$ cat src/rtl/ps2_pkg.sv
// Shared PS/2 definitions: transmitter FSM states,
// keyboard command bytes and frame geometry.
package ps2_pkg;

  typedef enum logic [2:0] {
    IDLE,
    INHIBIT,
    RTS,
    SHIFT,
    ACK,
    WAIT_IDLE
  } ps2_tx_state_e;

  localparam logic [7:0] CMD_SET_LED = 8'hED;
  localparam logic [7:0] CMD_RESET   = 8'hFF;
  localparam logic [7:0] CMD_ENABLE  = 8'hF4;
  localparam logic [7:0] RSP_ACK     = 8'hFA;

  localparam int FRAME_BITS = 11;

  function automatic logic odd_par(
    input logic [7:0] d
  );
    return ~^d;
  endfunction

endpackage

$ cat src/rtl/ps2_line_sync.sv
// Two-flop synchronisers for PS2_CLK/PS2_DATA plus falling-edge strobe.
// Ports: clk, rstn, ps2_clk_i, ps2_data_i -> sync_clk, sync_data, fall.
module ps2_line_sync (
  input  logic clk,
  input  logic rstn,
  input  logic ps2_clk_i,
  input  logic ps2_data_i,
  output logic sync_clk,
  output logic sync_data,
  output logic fall
);

  logic clk_m;
  logic data_m;
  logic sync_clk_d;

  // Lines idle high, so reset to 1 to avoid a false fall.
  always_ff @(posedge clk or negedge rstn) begin
    if (!rstn) begin
      clk_m      <= 1'b1;
      sync_clk   <= 1'b1;
      sync_clk_d <= 1'b1;
      data_m     <= 1'b1;
      sync_data  <= 1'b1;
    end else begin
      clk_m      <= ps2_clk_i;
      sync_clk   <= clk_m;
      sync_clk_d <= sync_clk;
      data_m     <= ps2_data_i;
      sync_data  <= data_m;
    end
  end

  assign fall = sync_clk_d & ~sync_clk;

endmodule

$ cat src/rtl/ps2_host_tx.sv
// PS/2 host-to-device command transmitter (inhibit, RTS, shift, ack).
// Ports: tx_data/tx_valid/tx_ready in, tx_busy/tx_done/tx_err status,
// ps2_clk_i/ps2_data_i raw lines, ps2_clk_oe/ps2_data_oe pull-low enables.
// Optional: define PS2_TX_RETRY_EN to retry up to MAX_RETRY times.
module ps2_host_tx
  import ps2_pkg::*;
#(
  parameter int CLK_HZ     = 100000000,
  parameter int INHIBIT_US = 100,
  parameter int TIMEOUT_US = 15000,
  parameter int MAX_RETRY  = 2
) (
  input  logic       clk,
  input  logic       rstn,
  input  logic [7:0] tx_data,
  input  logic       tx_valid,
  output logic       tx_ready,
  output logic       tx_busy,
  output logic       tx_done,
  output logic       tx_err,
  input  logic       ps2_clk_i,
  input  logic       ps2_data_i,
  output logic       ps2_clk_oe,
  output logic       ps2_data_oe
);

  localparam int CYC_US  = CLK_HZ / 1000000;
  localparam int INH_CYC = CYC_US * INHIBIT_US;
  localparam int TO_CYC  = CYC_US * TIMEOUT_US;
  localparam int INH_W   = $clog2(INH_CYC + 1);
  localparam int WD_W    = $clog2(TO_CYC + 1);

  ps2_tx_state_e state_q, state_d;

  logic             sync_clk;
  logic             sync_data;
  logic             fall;
  logic [INH_W-1:0] inh_q;
  logic [WD_W-1:0]  wd_q;
  logic [9:0]       sh_q;
  logic [3:0]       cnt_q;
  logic             bit_q;
  logic [8:0]       frame_src;
  logic             ld_inh;
  logic             ld_wd;
  logic             shift;
  logic             fail;
  logic             wd_run;
  logic             wd_zero;

  ps2_line_sync u_sync (
    .clk        (clk),
    .rstn       (rstn),
    .ps2_clk_i  (ps2_clk_i),
    .ps2_data_i (ps2_data_i),
    .sync_clk   (sync_clk),
    .sync_data  (sync_data),
    .fall       (fall)
  );

`ifdef PS2_TX_RETRY_EN
  localparam int RW = $clog2(MAX_RETRY + 2);

  logic [RW-1:0] retry_q;
  logic [8:0]    frame_q;
  logic          retry;
  logic          accept;

  always_ff @(posedge clk or negedge rstn) begin
    if (!rstn) begin
      retry_q <= '0;
      frame_q <= '0;
    end else if (accept) begin
      retry_q <= '0;
      frame_q <= {odd_par(tx_data), tx_data};
    end else if (retry) begin
      retry_q <= retry_q + 1'b1;
    end
  end

  assign frame_src = accept ? {odd_par(tx_data), tx_data}
                            : frame_q;
`else
  assign frame_src = {odd_par(tx_data), tx_data};
`endif

  assign wd_zero = (wd_q == '0);
  assign wd_run  = (state_q == RTS) || (state_q == SHIFT) ||
                   (state_q == ACK) || (state_q == WAIT_IDLE);

  always_ff @(posedge clk or negedge rstn) begin
    if (!rstn) state_q <= IDLE;
    else       state_q <= state_d;
  end

  always_comb begin
    state_d     = state_q;
    ld_inh      = 1'b0;
    ld_wd       = 1'b0;
    shift       = 1'b0;
    fail        = 1'b0;
    tx_done     = 1'b0;
    tx_err      = 1'b0;
    ps2_clk_oe  = 1'b0;
    ps2_data_oe = 1'b0;
`ifdef PS2_TX_RETRY_EN
    retry       = 1'b0;
    accept      = 1'b0;
`endif
    unique case (state_q)
      IDLE: begin
        if (tx_valid) begin
`ifdef PS2_TX_RETRY_EN
          accept  = 1'b1;
`endif
          ld_inh  = 1'b1;
          state_d = INHIBIT;
        end
      end
      INHIBIT: begin
        ps2_clk_oe = 1'b1;
        // Start bit goes low while the clock is still held.
        if (inh_q == '0) begin
          ps2_data_oe = 1'b1;
          ld_wd       = 1'b1;
          state_d     = RTS;
        end
      end
      RTS: begin
        ps2_data_oe = 1'b1;
        if (wd_zero) begin
          fail = 1'b1;
        end else if (fall) begin
          shift   = 1'b1;
          ld_wd   = 1'b1;
          state_d = SHIFT;
        end
      end
      SHIFT: begin
        ps2_data_oe = ~bit_q;
        if (wd_zero) begin
          fail = 1'b1;
        end else if (fall) begin
          shift = 1'b1;
          ld_wd = 1'b1;
          if (cnt_q == 4'(FRAME_BITS - 2))
            state_d = ACK;
        end
      end
      ACK: begin
        if (wd_zero) begin
          fail = 1'b1;
        end else if (fall) begin
          ld_wd = 1'b1;
          if (sync_data) fail = 1'b1;
          else           state_d = WAIT_IDLE;
        end
      end
      WAIT_IDLE: begin
        if (wd_zero) begin
          fail = 1'b1;
        end else if (sync_clk && sync_data) begin
          tx_done = 1'b1;
          state_d = IDLE;
        end else if (fall) begin
          ld_wd = 1'b1;
        end
      end
      default: state_d = IDLE;
    endcase
    // Failure releases both lines in the same cycle.
    if (fail) begin
      ps2_clk_oe  = 1'b0;
      ps2_data_oe = 1'b0;
      ld_wd       = 1'b0;
      shift       = 1'b0;
`ifdef PS2_TX_RETRY_EN
      if (retry_q < RW'(MAX_RETRY)) begin
        retry   = 1'b1;
        ld_inh  = 1'b1;
        state_d = INHIBIT;
      end else begin
        tx_err  = 1'b1;
        state_d = IDLE;
      end
`else
      tx_err  = 1'b1;
      state_d = IDLE;
`endif
    end
  end

  always_ff @(posedge clk or negedge rstn) begin
    if (!rstn) begin
      inh_q <= '0;
      wd_q  <= '0;
      sh_q  <= '0;
      cnt_q <= '0;
      bit_q <= 1'b1;
    end else begin
      if (ld_inh) begin
        inh_q <= INH_W'(INH_CYC - 1);
        sh_q  <= {1'b1, frame_src};
        cnt_q <= '0;
        bit_q <= 1'b1;
      end else if (state_q == INHIBIT) begin
        inh_q <= inh_q - 1'b1;
      end
      if (ld_wd)
        wd_q <= WD_W'(TO_CYC);
      else if (wd_run && !wd_zero)
        wd_q <= wd_q - 1'b1;
      // Shifting in 1s leaves the stop bit (release) last.
      if (shift) begin
        bit_q <= sh_q[0];
        sh_q  <= {1'b1, sh_q[9:1]};
        cnt_q <= cnt_q + 1'b1;
      end
    end
  end

  assign tx_ready = (state_q == IDLE);
  assign tx_busy  = ~tx_ready;

endmodule
$ cat config.mk
export PLATFORM = sky130hd
export DESIGN_NAME = ps2_host_tx
export DESIGN_NICKNAME = d
export VERILOG_FILES = /design/src/rtl/ps2_pkg.sv /design/src/rtl/ps2_line_sync.sv /design/src/rtl/ps2_host_tx.sv
export SDC_FILE = /design/constraint.sdc
export NUM_CORES = 1
export LEC_CHECK = 0
export ABC_AREA = 0
export BUFFER_PORTS_ARGS = -buffer_cell sky130_fd_sc_hd__buf_2
export CORE_ASPECT_RATIO = 1.1
export CORE_MARGIN = 2
export CORE_UTILIZATION = 30
export CTS_CLUSTER_DIAMETER = 100
export DETAILED_ROUTE_END_ITERATION = 8
export PLACE_DENSITY = 0.52
export SYNTH_ARGS = -nofsm -noshare
export SYNTH_HDL_FRONTEND = slang
export SYNTH_HIERARCHICAL = 1
export SYNTH_SLANG_ARGS = --single-unit
$ cat constraint.sdc
create_clock -name clk -period 6.95 [get_ports clk]
set_input_delay 1.7375 -clock clk [delete_from_list [all_inputs] [get_ports clk]]
set_output_delay 1.7375 -clock clk [all_outputs]
set_load 0.03 [all_outputs]
==> results.yml <==
status:
  outcome: "completed"
routing:
  drtIter0Drc: 83
  drtPass1Iterations: 4
  drc: 0
  drt-wirelength-per-cell_um: 13.7
  routed-via-count: 2339
  vias_per_cell: 5.17
  final_antenna_net_count: 0
  wl_mm: 6.20
clocking:
  post_cts_buffers: 0
  clkLatencyLatePin_ps: 350
  cts_max_level: 3
  clkSinkCount: 58
  tritoncts: "done"
  cts_root_buf: "clkbuf_8"
  clk_pin_slew_worst_paths_ps: 80
  hold_buffers: 0
  cts_buffers: 9
  ctsResizeCount: 0
  cts_buffer_depth: 2
timing:
  slew_violations: 0
  fmax_ghz: 0.212
  fin_crit_sh: 0.680
  setup_tns_ps: 0
  final.min_clock_period_ps: 4720
  grt_setup_unrepaired: "no"
  finalHoldViolCount: 0
  setup_viol: 0
  fin_skew_ps: 12.6
  worstMarginPinSlew_ps: 886
  relSlewSlack: 0.408
floorplan:
  core.rowCount: 38
  pin_count: 19
  die_h_um: 111
  core_area_um2: 9940
  initial_core_util: 0.311
  fp.dieW_um: 101
  dieArea_um2: 11100
flow_run:
  drv_cap: 0
cells_and_area:
  multi_input_area_um2: 1530
  nets: 344
  nFillCells: 993
  regArea_um2: 1460
  final_cell_area_um2: 3500
  antenna_cells: 0
  syn_to_final_growth_pct: 13.1
  drive_gt1_frac: 0.145
setup_path:
  path_cells: "or4_4 -> or4b_1 -> o41ai_4 -> buf_2"
  cp.arrival_ps: 2990
  start_kind: "flop"
  rrSetupSlack_ps: 3590
  path_class: "flop to output port"
  slowest_delay_ps: 800
  r2r-start: "wd_q[6]$_DFFE_PN0P_"
  critPathCaptureType: "output port"
  r2r_cells: 5
  path_max_fanout: 15
  r2r_end: "cnt_q[0]$_DFFE_PN0P_"
  required_ps: 5210
  cp_slowest_cell: "or4b_1"
pwr:
  p_leak_nw: 1.57
  internal_power_uw: 670
  power_density_nw_per_um2: 282
  p_clk_frac: 0.360
  switchingPower_uw: 317
  seqPwrFrac: 0.417
  switching_share: 0.321
  ir_drop_mv: 0.143
  power_frac_comb: 0.222
global_route:
  grt-ovfl-total: 0
  grt_pass1_wl_mm: 10.9
  grt_pass1_vias: 2241
  antenna_found_initial: 0
  gr-usage-all-layers: 0.123
  grt_max_degree: 59
synthesis:
  yosys_warnings: 6
  synth.avg_cell_area_um2: 9.98
  ys.flop_type: "dfrtp_1"
  synth-seq-cells: 58
  synth_cells: 310
  seq_area_frac_synth: 0.471
  synth_edf_count: 0
  synth_cell_types: 53
  ys_async_sr_fraction: 1.00
  synthesis.nets: 327
  syn-cell-area_um2: 3090
worst_hold_path:
  holdPathStages: 0
  hp-class: "flop to flop"
  min_from: "u_sync/clk_m$_DFF_PN1_"
  hold_end: "u_sync/sync_clk$_DFF_PN1_"
placed_design:
  placed_area_um2: 3270
  port_buffers: 18
  hpwl_mm: 4.17
  gp_congestion: 0.814
## kinds of logic (layout without fill, tap and decap cells)
| group | Yosys count | in the layout | synth area share |
|---|---|---|---|
| simple gates | 123 | 123 | 0.208 |
| compound gates | 68 | 68 | 0.168 |
| flops | 58 | 58 | 0.471 |
| xor+xnor | 33 | 33 | 0.0934 |
| buf+inv | 21 | 43 | 0.0328 |
| fa+ha+maj | 4 | 4 | 0.0162 |
| mux | 3 | 3 | 0.0101 |
## routing by layer
metal	vias up	GRT usage	wire length (µm)
met3	8	0.0418	209
met1	1135	0.153	2920
li1	1155	-	-
met2	41	0.195	2980
met4	0	0.0466	80
met5	-	0	0
## worst max path at each step
stage / from / cells past startpoint / slack (ps) / endpoint
after floorplan: wd_q[6]$_DFFE_PN0P_ / 5 / 2620 / ps2_data_oe
after global placement: wd_q[6]$_DFFE_PN0P_ / 4 / 2610 / tx_err
after detailed placement: wd_q[6]$_DFFE_PN0P_ / 5 / 2580 / ps2_data_oe
after CTS: wd_q[6]$_DFFE_PN0P_ / 5 / 2180 / ps2_data_oe
after global routing: wd_q[6]$_DFFE_PN0P_ / 5 / 2040 / ps2_data_oe
final: wd_q[6]$_DFFE_PN0P_ / 4 / 2230 / tx_err
## state kept, by name (all words and copies together), names as in the netlist
register and cells:
inh_q 14, u_sync/sync_clk_d 1, sh_q 10, u_sync/clk_m 1, u_sync/sync_data 1, bit_q 1, u_sync/sync_clk 1, wd_q 21
cnt_q 4, state_q 3, u_sync/data_m 1
## cells in the final DEF, fill, tap and decap left out, types with 3 or more instances in the layout
cell / instances
a2111oi_0: 4
a211oi_1: 3
a21o_1: 8
a21oi_1: 7
a22o_1: 10
and2_1: 3
buf_2: 18
clkbuf_8: 9
dfrtp_1: 52
dfstp_2: 6
ha_1: 4
inv_1: 7
nand2_1: 29
nand2b_1: 4
nand3_1: 8
nor2_1: 27
nor2b_1: 4
nor3_1: 10
nor3b_1: 6
nor4_1: 9
o211ai_1: 5
o21a_1: 3
o21ai_0: 10
o31ai_1: 3
or3_1: 9
or4_1: 3
xnor2_1: 22
xor2_1: 11
## critical path: cells and delay by family, from the launching register on
family                 cells  cell delay [ps]
flip-flops                 1              430
AO/OA/AOI/OAI              1              540
AND/OR/NAND/NOR            2             1390
buffers and inverters      1              280
## synthesized netlist by cell type (all sizes together), types with 2 or more instances
library cell | instances | area (µm²)
or3 | 9 | 56.3
buf | 6 | 45.0
or4b | 2 | 20.0
nor3 | 10 | 50.1
dfstp | 6 | 158
a2111oi | 4 | 35.0
nor2b | 5 | 38.8
a22o | 10 | 87.6
a21o | 8 | 60.1
o2111ai | 2 | 17.5
xor2 | 11 | 96.3
nand4 | 2 | 12.5
o31ai | 3 | 22.5
a211oi | 3 | 22.5
nand2b | 4 | 25.0
and2 | 3 | 18.8
xnor2 | 22 | 193
nor2 | 27 | 101
nand3 | 8 | 40.0
nand2 | 29 | 109
mux2i | 2 | 20.0
nand3b | 2 | 15.0
nor3b | 6 | 45.0
o211a | 2 | 20.0
inv | 7 | 26.3
o21a | 3 | 22.5
dfrtp | 52 | 1300
ha | 4 | 50.1
a21oi | 7 | 35.0
o41ai | 2 | 36.3
or4 | 4 | 33.8
o211ai | 5 | 37.5
clkbuf | 8 | 30.0
nor4 | 9 | 56.3
o21ai | 12 | 60.1
## per-stage QoR
stage / setup WS [ps] / hold slack (ps) / util / instances / total power, mW
finish: 2230 / 350 / 0.352 / 452 / 0.986
global route: 2040 / 349 / 0.352 / 452 / 1.05
CTS: 2180 / 352 / 0.352 / 452 / 1.00
detailed placement: 2580 / 351 / 0.330 / 436 / 0.640
global placement: 2610 / 346 / 0.330 / 436 / 0.638
floorplan: 2620 / 345 / - / 310 / 0.581
## layout make-up
class	instances	share of cell area
clock inverters	7	0.0290
multi-input cells	231	0.438
flip-flops and latches	58	0.417
inverters	7	0.00751
clock buffers	9	0.0354
repair buffers	20	0.0300
well taps	120	0.0429
## power groups by stage
| stage | clock [mW] | sequential [mW] | combinational [mW] |
|---|---|---|---|
| after floorplan | 0 | 0.400 | 0.182 |
| after global placement | 0 | 0.416 | 0.221 |
| after detailed placement | 0 | 0.418 | 0.223 |
| after CTS | 0.367 | 0.411 | 0.223 |
| after global routing | 0.386 | 0.418 | 0.246 |
| final | 0.355 | 0.412 | 0.219 |
Power figures use the tool's default switching activity.
